--- src/rtl/pwm_ramp_ctrl.sv ---
// Counter-compare PWM controller: owns the period counter and live duty, and moves
// the duty toward a commanded target (jump or bounded ramp) only on period boundaries.
module pwm_ramp_ctrl #(
  parameter int RESOLUTION   = 10,
  parameter int STEP         = 8,
  parameter int STEP_PERIODS = 1
) (
  input  logic                  clk,
  input  logic                  rst,
  input  logic                  enable,
  input  logic                  cmd_valid,
  output logic                  cmd_ready,
  input  logic [RESOLUTION-1:0] cmd_duty,
  input  logic                  cmd_immediate,
  output logic                  pwm_out,
  output logic [RESOLUTION-1:0] duty_cur,
  output logic                  busy,
  output logic                  done
);

  localparam int DIFF_W = RESOLUTION + 1;
  localparam int DIV_W  = (STEP_PERIODS > 1) ? $clog2(STEP_PERIODS + 1) : 1;

  localparam logic [RESOLUTION-1:0] CNT_MAX  = {RESOLUTION{1'b1}};
  localparam logic [DIFF_W-1:0]     STEP_V   = DIFF_W'(STEP);
  localparam logic [DIV_W-1:0]      DIV_LAST = DIV_W'(STEP_PERIODS);

  typedef enum logic [0:0] {
    IDLE = 1'b0,
    MOVE = 1'b1
  } state_t;

  state_t                  state_r;
  state_t                  state_s;
  logic [RESOLUTION-1:0]   cnt_r;
  logic [RESOLUTION-1:0]   duty_r;
  logic [RESOLUTION-1:0]   duty_s;
  logic [RESOLUTION-1:0]   target_r;
  logic                    mode_r;
  logic [DIV_W-1:0]        div_r;
  logic [DIV_W-1:0]        div_s;
  logic [DIV_W-1:0]        div_inc_s;
  logic                    done_r;
  logic                    done_s;
  logic                    pwm_r;
  logic                    boundary_s;
  logic                    accept_s;

  // One ramp step toward tgt, clamped so it never overshoots the target.
  function automatic logic [RESOLUTION-1:0] ramp_next(
    input logic [RESOLUTION-1:0] cur,
    input logic [RESOLUTION-1:0] tgt
  );
    logic [DIFF_W-1:0] diff;
    logic [DIFF_W-1:0] mag;
    logic [DIFF_W-1:0] stp;
    diff = {1'b0, tgt} - {1'b0, cur};
    if (diff[RESOLUTION]) begin
      mag = -diff;
    end else begin
      mag = diff;
    end
    if (mag < STEP_V) begin
      stp = mag;
    end else begin
      stp = STEP_V;
    end
    if (diff[RESOLUTION]) begin
      ramp_next = cur - stp[RESOLUTION-1:0];
    end else begin
      ramp_next = cur + stp[RESOLUTION-1:0];
    end
  endfunction

  assign boundary_s = enable && (cnt_r == CNT_MAX);
  assign accept_s   = cmd_valid && (state_r == IDLE);
  assign div_inc_s  = div_r + 1'b1;

  // Next-state, step divider and duty update decisions.
  always_comb begin
    state_s = state_r;
    div_s   = div_r;
    duty_s  = duty_r;
    done_s  = 1'b0;
    case (state_r)
      IDLE: begin
        if (accept_s) begin
          state_s = MOVE;
          div_s   = {DIV_W{1'b0}};
        end else begin
          state_s = IDLE;
        end
      end
      MOVE: begin
        // Stay in MOVE through the done cycle so a held command lands one cycle later.
        if (done_r) begin
          state_s = IDLE;
        end else if (boundary_s) begin
          if (mode_r || (div_inc_s == DIV_LAST)) begin
            div_s = {DIV_W{1'b0}};
            if (mode_r) begin
              duty_s = target_r;
            end else begin
              duty_s = ramp_next(duty_r, target_r);
            end
            done_s = (duty_s == target_r);
          end else begin
            div_s = div_inc_s;
          end
        end else begin
          state_s = MOVE;
        end
      end
      default: begin
        state_s = IDLE;
      end
    endcase
  end

  // Control state, divider, live duty and completion pulse.
  always_ff @(posedge clk or negedge rst) begin
    if (!rst) begin
      state_r <= IDLE;
      div_r   <= {DIV_W{1'b0}};
      duty_r  <= {RESOLUTION{1'b0}};
      done_r  <= 1'b0;
    end else begin
      state_r <= state_s;
      div_r   <= div_s;
      duty_r  <= duty_s;
      done_r  <= done_s;
    end
  end

  // Latch the command on accept.
  always_ff @(posedge clk or negedge rst) begin
    if (!rst) begin
      target_r <= {RESOLUTION{1'b0}};
      mode_r   <= 1'b0;
    end else if (accept_s) begin
      target_r <= cmd_duty;
      mode_r   <= cmd_immediate;
    end else begin
      target_r <= target_r;
      mode_r   <= mode_r;
    end
  end

  // Free-running period counter, frozen while disabled.
  always_ff @(posedge clk or negedge rst) begin
    if (!rst) begin
      cnt_r <= {RESOLUTION{1'b0}};
    end else if (enable) begin
      cnt_r <= cnt_r + 1'b1;
    end else begin
      cnt_r <= cnt_r;
    end
  end

  // Registered compare output, forced low while disabled.
  always_ff @(posedge clk or negedge rst) begin
    if (!rst) begin
      pwm_r <= 1'b0;
    end else begin
      pwm_r <= enable && (cnt_r < duty_r);
    end
  end

  assign pwm_out   = pwm_r;
  assign duty_cur  = duty_r;
  assign done      = done_r;
  assign busy      = (state_r == MOVE);
  assign cmd_ready = (state_r == IDLE);

endmodule

--- config.mk ---
export PLATFORM = sky130hd
export DESIGN_NAME = pwm_ramp_ctrl
export DESIGN_NICKNAME = d
export VERILOG_FILES = /design/src/rtl/pwm_ramp_ctrl.sv
export SDC_FILE = /design/constraint.sdc
export NUM_CORES = 1
export LEC_CHECK = 0
export BUFFER_PORTS_ARGS = -buffer_cell sky130_fd_sc_hd__buf_2
export CAP_MARGIN = 20
export CORE_MARGIN = 2
export CORE_UTILIZATION = 35
export DETAILED_ROUTE_END_ITERATION = 12
export SETUP_SLACK_MARGIN = 0.3
export SYNTH_ARGS = -nofsm -noshare
export SYNTH_HDL_FRONTEND = slang
export SYNTH_SLANG_ARGS = --single-unit
--- constraint.sdc ---
create_clock -name clk -period 11.6 [get_ports clk]
set_clock_uncertainty 0.05 [all_clocks]
set_input_delay 2.9 -clock clk [delete_from_list [all_inputs] [get_ports clk]]
set_output_delay 2.9 -clock clk [all_outputs]
set_load 0.03 [all_outputs]
[Word level (Yosys, flattened, before mapping)]
Index checks and enable logic that the tools add are counted.
Cells by class
  add/sub/neg operators: 6
  $lt $le $gt $ge: 2
  equality and inequality tests: 5
  mux-type cells: 30
  bitwise operators: 2
  reduce and logical (&&, ||, !) cells: 6
Operators by type and width (count)
  2-to-1 mux 10 bit: 12
  2-to-1 mux 11 bit: 6
  less-than comparator 11 x 4 -> 1 bit, second input constant: 1
  negation 11 bit: 1
  subtractor 10 x 10 -> 11 bit: 1
  adder 10 x 1 -> 10 bit, second input constant: 1
  adder 10 bit: 1
  equality test 10 bit: 1
  equality test 10 bit, second input constant: 1
  less-than comparator 10 bit: 1
  2-to-1 mux 1 bit: 10
  subtractor 10 bit: 1
  inequality test 2 x 1 -> 1 bit, second input constant: 2
  case mux 1 bit (2 select lines): 2
  AND reduction 4 bit: 1
  logical AND 1 bit: 3
  AND reduction 3 bit: 1
  inequality test 2 bit, second input constant: 1
  NOT 1 bit: 2
  adder 1 bit, second input constant: 1
  logical OR 1 bit: 1
Word-level totals
  register bits after elaboration: 35
  bits of input ports: 15
  output and inout port bits: 14

[Longest topological paths before layout]
  depth after elaboration: 27
  mapped depth: 27

[Least setup slack after synthesis]
Ideal clock, no wire load.
  path kind: register to register
  from: reg duty_r[0] (netlist: duty_cur[0])
  to: reg done_r (netlist: done)
  arrival: 5.780 ns
  required time: 11.446 ns
  path slack: 5.666 ns
  cell stages (with the launch flop): 24
  path buffers: 0
  period minus slack after synthesis: 5.934 ns
  cell sequence: dfrtp_1 ha_1 fa_1 nand2b_2 a21oi_4 a31oi_4 xor2_2 xor2_1 o211ai_1 nor4bb_2 o211ai_2 a211o_1 ha_1 a21oi_1 ha_1 nor2b_1 o21ai_0 a21oi_1 or4_1 a31o_2 a21oi_1 xnor2_1 xnor3_1 o41ai_2
Between the ends
  cells in the longest elaborated chain, start to end: 27
  elaborated cells on any way between the ends: 28
  those cells by class: 4 x add/sub; 1 x order compare; 1 x eq/ne; 22 x mux
Ends and longest elaborated chain
  from (decl): line 36  | logic [RESOLUTION-1:0] duty_r;
  from (signal assigned): line 125  | duty_r <= {RESOLUTION{1'b0}};
  from (signal assigned): line 130  | duty_r <= duty_s;
  subtractor 10 x 10 -> 11 bit: line 57  | diff = {1'b0, tgt} - {1'b0, cur};
  negation 11 bit: line 59  | mag = -diff;
  2-to-1 mux 11 bit: line 58  | if (diff[RESOLUTION]) begin
  2-to-1 mux 11 bit: line 101  | if (mode_r) begin
  2-to-1 mux 11 bit: line 99  | if (mode_r || (div_inc_s == DIV_LAST)) begin
  2-to-1 mux 11 bit: line 98  | end else if (boundary_s) begin
  2-to-1 mux 11 bit: line 96  | if (done_r) begin
  2-to-1 mux 11 bit: line 85  | case (state_r)
  [... 12 more ...]
  2-to-1 mux 10 bit (*): line 96
  2-to-1 mux 10 bit (*): line 85
  equality test 10 bit (*): line 106  | done_s = (duty_s == target_r);
  2-to-1 mux 1 bit (*): line 99
  2-to-1 mux 1 bit (*): line 98
  2-to-1 mux 1 bit (*): line 96
  2-to-1 mux 1 bit (*): line 85
  via done_s: line 44  | logic done_s;
  to (signal assigned): line 131  | done_r <= done_s;
  to (decl): line 43  | logic done_r;
Mark *: on every way through the listed nets, which the timed path passes. The rest lies on a longest branch. The select of a mux whose other input is x is not followed.
A chain may end at the register's enable or synchronous reset.

[Worst setup path in the final report]
  from: reg target_r[0]
  to: reg done_r (netlist: done)
Between the ends
  cells in the longest elaborated chain, start to end: 27
  elaborated cells on any way between the ends: 28
  those cells by class: 4 x add/sub; 1 x order compare; 1 x eq/ne; 22 x mux
Ends and longest elaborated chain
  from (decl): line 38  | logic [RESOLUTION-1:0] target_r;
  from (signal assigned): line 138  | target_r <= {RESOLUTION{1'b0}};
  from (signal assigned): line 141  | target_r <= cmd_duty;
  from (signal assigned): line 144  | target_r <= target_r;
  subtractor 10 x 10 -> 11 bit: line 57
  negation 11 bit: line 59
  2-to-1 mux 11 bit: line 58
  2-to-1 mux 11 bit: line 101
  2-to-1 mux 11 bit: line 99
  2-to-1 mux 11 bit: line 98
  2-to-1 mux 11 bit: line 96
  2-to-1 mux 11 bit: line 85
  [... 12 more ...]
  2-to-1 mux 10 bit: line 96
  2-to-1 mux 10 bit: line 85
  equality test 10 bit (*): line 106
  2-to-1 mux 1 bit (*): line 99
  2-to-1 mux 1 bit (*): line 98
  2-to-1 mux 1 bit (*): line 96
  2-to-1 mux 1 bit (*): line 85
  via done_s: line 44
Marked as above.

==> impl_metrics.tcl <==
set metrics [dict create \
    drc 0 \
    n_antenna_cell 0 \
    path_max_fanout 15 \
    io-pin-count 29 \
    crit_type "reg -> reg" \
    netlist-cell-type-count 56 \
    crit_path_start_kind "flop" \
    final_hold_viol_count 0 \
    post-route-period-util 0.556 \
    drt-wirelength-per-cell_um 14.1 \
    cts-resized-gates 0 \
    p_seq_frac 0.442 \
    clk_latency_ns 0.29 \
    syn-mean-instance-area_um2 9.41 \
    power-per-cell-area_mw_per_mm2 106 \
    crit_path_end_kind "flop" \
    vias 2313 \
    maxSlewViolCount 0 \
    hp-class "reg -> reg" \
    pwr-share-clk 0.278 \
    synth_edf_count 0 \
    grt_overflow 0 \
    grtUsageTotal 0.147 \
    ys_ff_latch 35 \
    outcome "finished, final reports clean" \
    cts_root_buf "clkbuf_8" \
    post_cts_buffers 0 \
    setup_tns_ns 0 \
    first_iter_violations 117 \
    crit_required_ns 11.74 \
    p_sw_uw 114 \
    start_util 0.361 \
    clock_path_buffers 2 \
    internal_power_uw 237 \
    antenna_found_initial 0 \
    vias_per_cell 5.13 \
    min_period_ns 6.45 \
    rows 33 \
    grt_pass1_wl_mm 10.6 \
    synth.area.top_cells "dfrtp_1, ha_1, xnor2_1" \
    combPwrFrac 0.279 \
    synth_top_area_share 0.294 \
    rsz0062_at_grt "no" \
    ys_seq_area_frac 0.294 \
    relSlewSlack 0.474 \
    syn-cell-area_mm2 0.00298 \
    htreeDepth 2 \
    hold_buffers 0 \
    chipWidth_um 96.3 \
    ys_async_sr_fraction 1.00 \
    gp_congestion 0.873 \
    numPortBuffers 28 \
    setup_violations 0 \
    yosysWarnings 0 \
    place_hpwl_mm 5.10 \
    clk_pin_slew_worst_paths_ns 0.07 \
    cts_made_buffers 5 \
    wl_mm 6.36 \
    max_freq_ghz 0.155 \
    dp_cells 443 \
    core_mm2 0.00826 \
    synth_commonest_cells "dfrtp_1, ha_1, inv_1, nor2_1, o21ai_0" \
    grt_pass1_vias 2223 \
    syn_to_final_growth_pct 11.6 \
    syn_inst 317 \
    vdd_drop_max_uv 81.7 \
    power.share.switching 0.324 \
    worst_pin_slew_ns 0.790 \
    yosysMostFrequentCell "dfrtp_1" \
    leakagePower_nw 1.56 \
    yosysTopAreaCell "dfrtp_1" \
    drive_gt1_frac 0.188 \
    ant_nets 0 \
    die_h_um 96.3 \
    clock-sinks 35 \
    cts_tree "built" \
    die_area_mm2 0.00928 \
    synthFlopType "dfrtp_1" \
    grt_max_degree 36 \
    first_pass_iters 4 \
    cp_data_arrival_time_ns 6.59 \
    syn_nets 365 \
    fin_cells 451 \
    fill_cells 833 \
    nNetsFinal 393 \
    cap_violations 0 \
]
## state kept, by name (all words and copies together) (netlist names)
signal and flops:
done 1, div_r 1, pwm_out 1, cnt_r 10
busy 1, target_r 10, duty_cur 10, mode_r 1
## cells by family (layout without fill, tap and decap cells)
kind of cell,after synthesis,after routing,synth area share
compound gates,78,78,0.190
xor+xnor,36,36,0.118
fa+ha+maj,33,33,0.143
buf+inv,32,61,0.0428
flops,35,35,0.294
mux,16,16,0.0583
simple gates,87,87,0.154
## critical path, cell delays in order (launching register included)
cell      delay, ns
dfrtp_1        0.38
inv_1          0.07
ha_1           0.21
fa_1           0.40
nand2b_2       0.21
a21oi_4        0.23
a31oi_4        0.15
o21ai_4        0.39
mux2_1         0.20
a31oi_1        0.09
nor4bb_2       0.54
o211ai_2       0.28
a211o_1        0.33
ha_1           0.29
a21oi_1        0.24
ha_1           0.28
nor2b_1        0.13
o21ai_0        0.21
a21oi_1        0.13
or4_1          0.45
a31o_2         0.26
a21oi_1        0.18
xnor2_1        0.20
xnor3_1        0.28
o41ai_2        0.20
## path summary, 6_finish.rpt
kind	end	from	slack (ns)	depth (start not counted)
hold / removal	busy$_DFF_PN0_	done$_DFF_PN0_	0.43	1
hold reg to reg	busy$_DFF_PN0_	done$_DFF_PN0_	0.43	1
setup / recovery	done$_DFF_PN0_	target_r[0]$_DFFE_PN0P_	5.15	24
max in group asynchronous	cnt_r[0]$_DFFE_PN0P_	rst	8.36	1
setup reg to reg	done$_DFF_PN0_	target_r[0]$_DFFE_PN0P_	5.15	24
min in group asynchronous	busy$_DFF_PN0_	rst	2.64	1
## layer usage
metal	up-vias	track usage	routed length, um
met3	6	0.0196	103
li1	1179	-	-
met5	-	0	0
met4	0	0.0282	53
met2	26	0.237	3010
met1	1102	0.211	3190
## placed cells by master, fill, tap and decap left out, types with 6 or more instances in the layout
cell type	instances
dfrtp_1	35
xnor2_1	18
nor2_1	22
nand2_1	18
mux2_2	10
nand3_1	9
a21o_1	8
o21ai_0	20
a21oi_1	20
buf_2	28
xor2_1	14
ha_1	31
inv_1	23
clkbuf_8	7
nand2b_1	6
## power groups by stage
stage                     sequential [mW]  clock [mW]  combinational [mW]
after floorplan                     0.152           0              0.0799
after global placement              0.157           0              0.0963
after detailed placement            0.158           0              0.0985
after CTS                           0.155       0.101              0.0992
after global routing                0.159       0.105               0.113
final                               0.155      0.0977              0.0982
## stage by stage
step | area (um2) | util | total power, mW | hold slack, ns | setup slack (ns)
2_1_floorplan | 2980 | - | 0.232 | 0.416 | 5.67
3_3_place_gp | 3230 | 0.391 | 0.254 | 0.439 | 5.33
3_5_place_dp | 3230 | 0.391 | 0.256 | 0.419 | 5.14
4_1_cts | 3330 | 0.403 | 0.355 | 0.437 | 5.14
5_1_grt | 3330 | 0.403 | 0.376 | 0.485 | 4.65
6_report | 3330 | 0.403 | 0.351 | 0.430 | 5.15
## final cells by class
type,instances,area [um2],share of cell area
multi-input cells,250,1980,0.595
flip-flops and latches,35,876,0.263
repair buffers,30,155,0.0466
well taps,105,131,0.0395
clock buffers,8,100,0.0301
inverters,23,86.3,0.0259
Power figures use the tool's default switching activity.
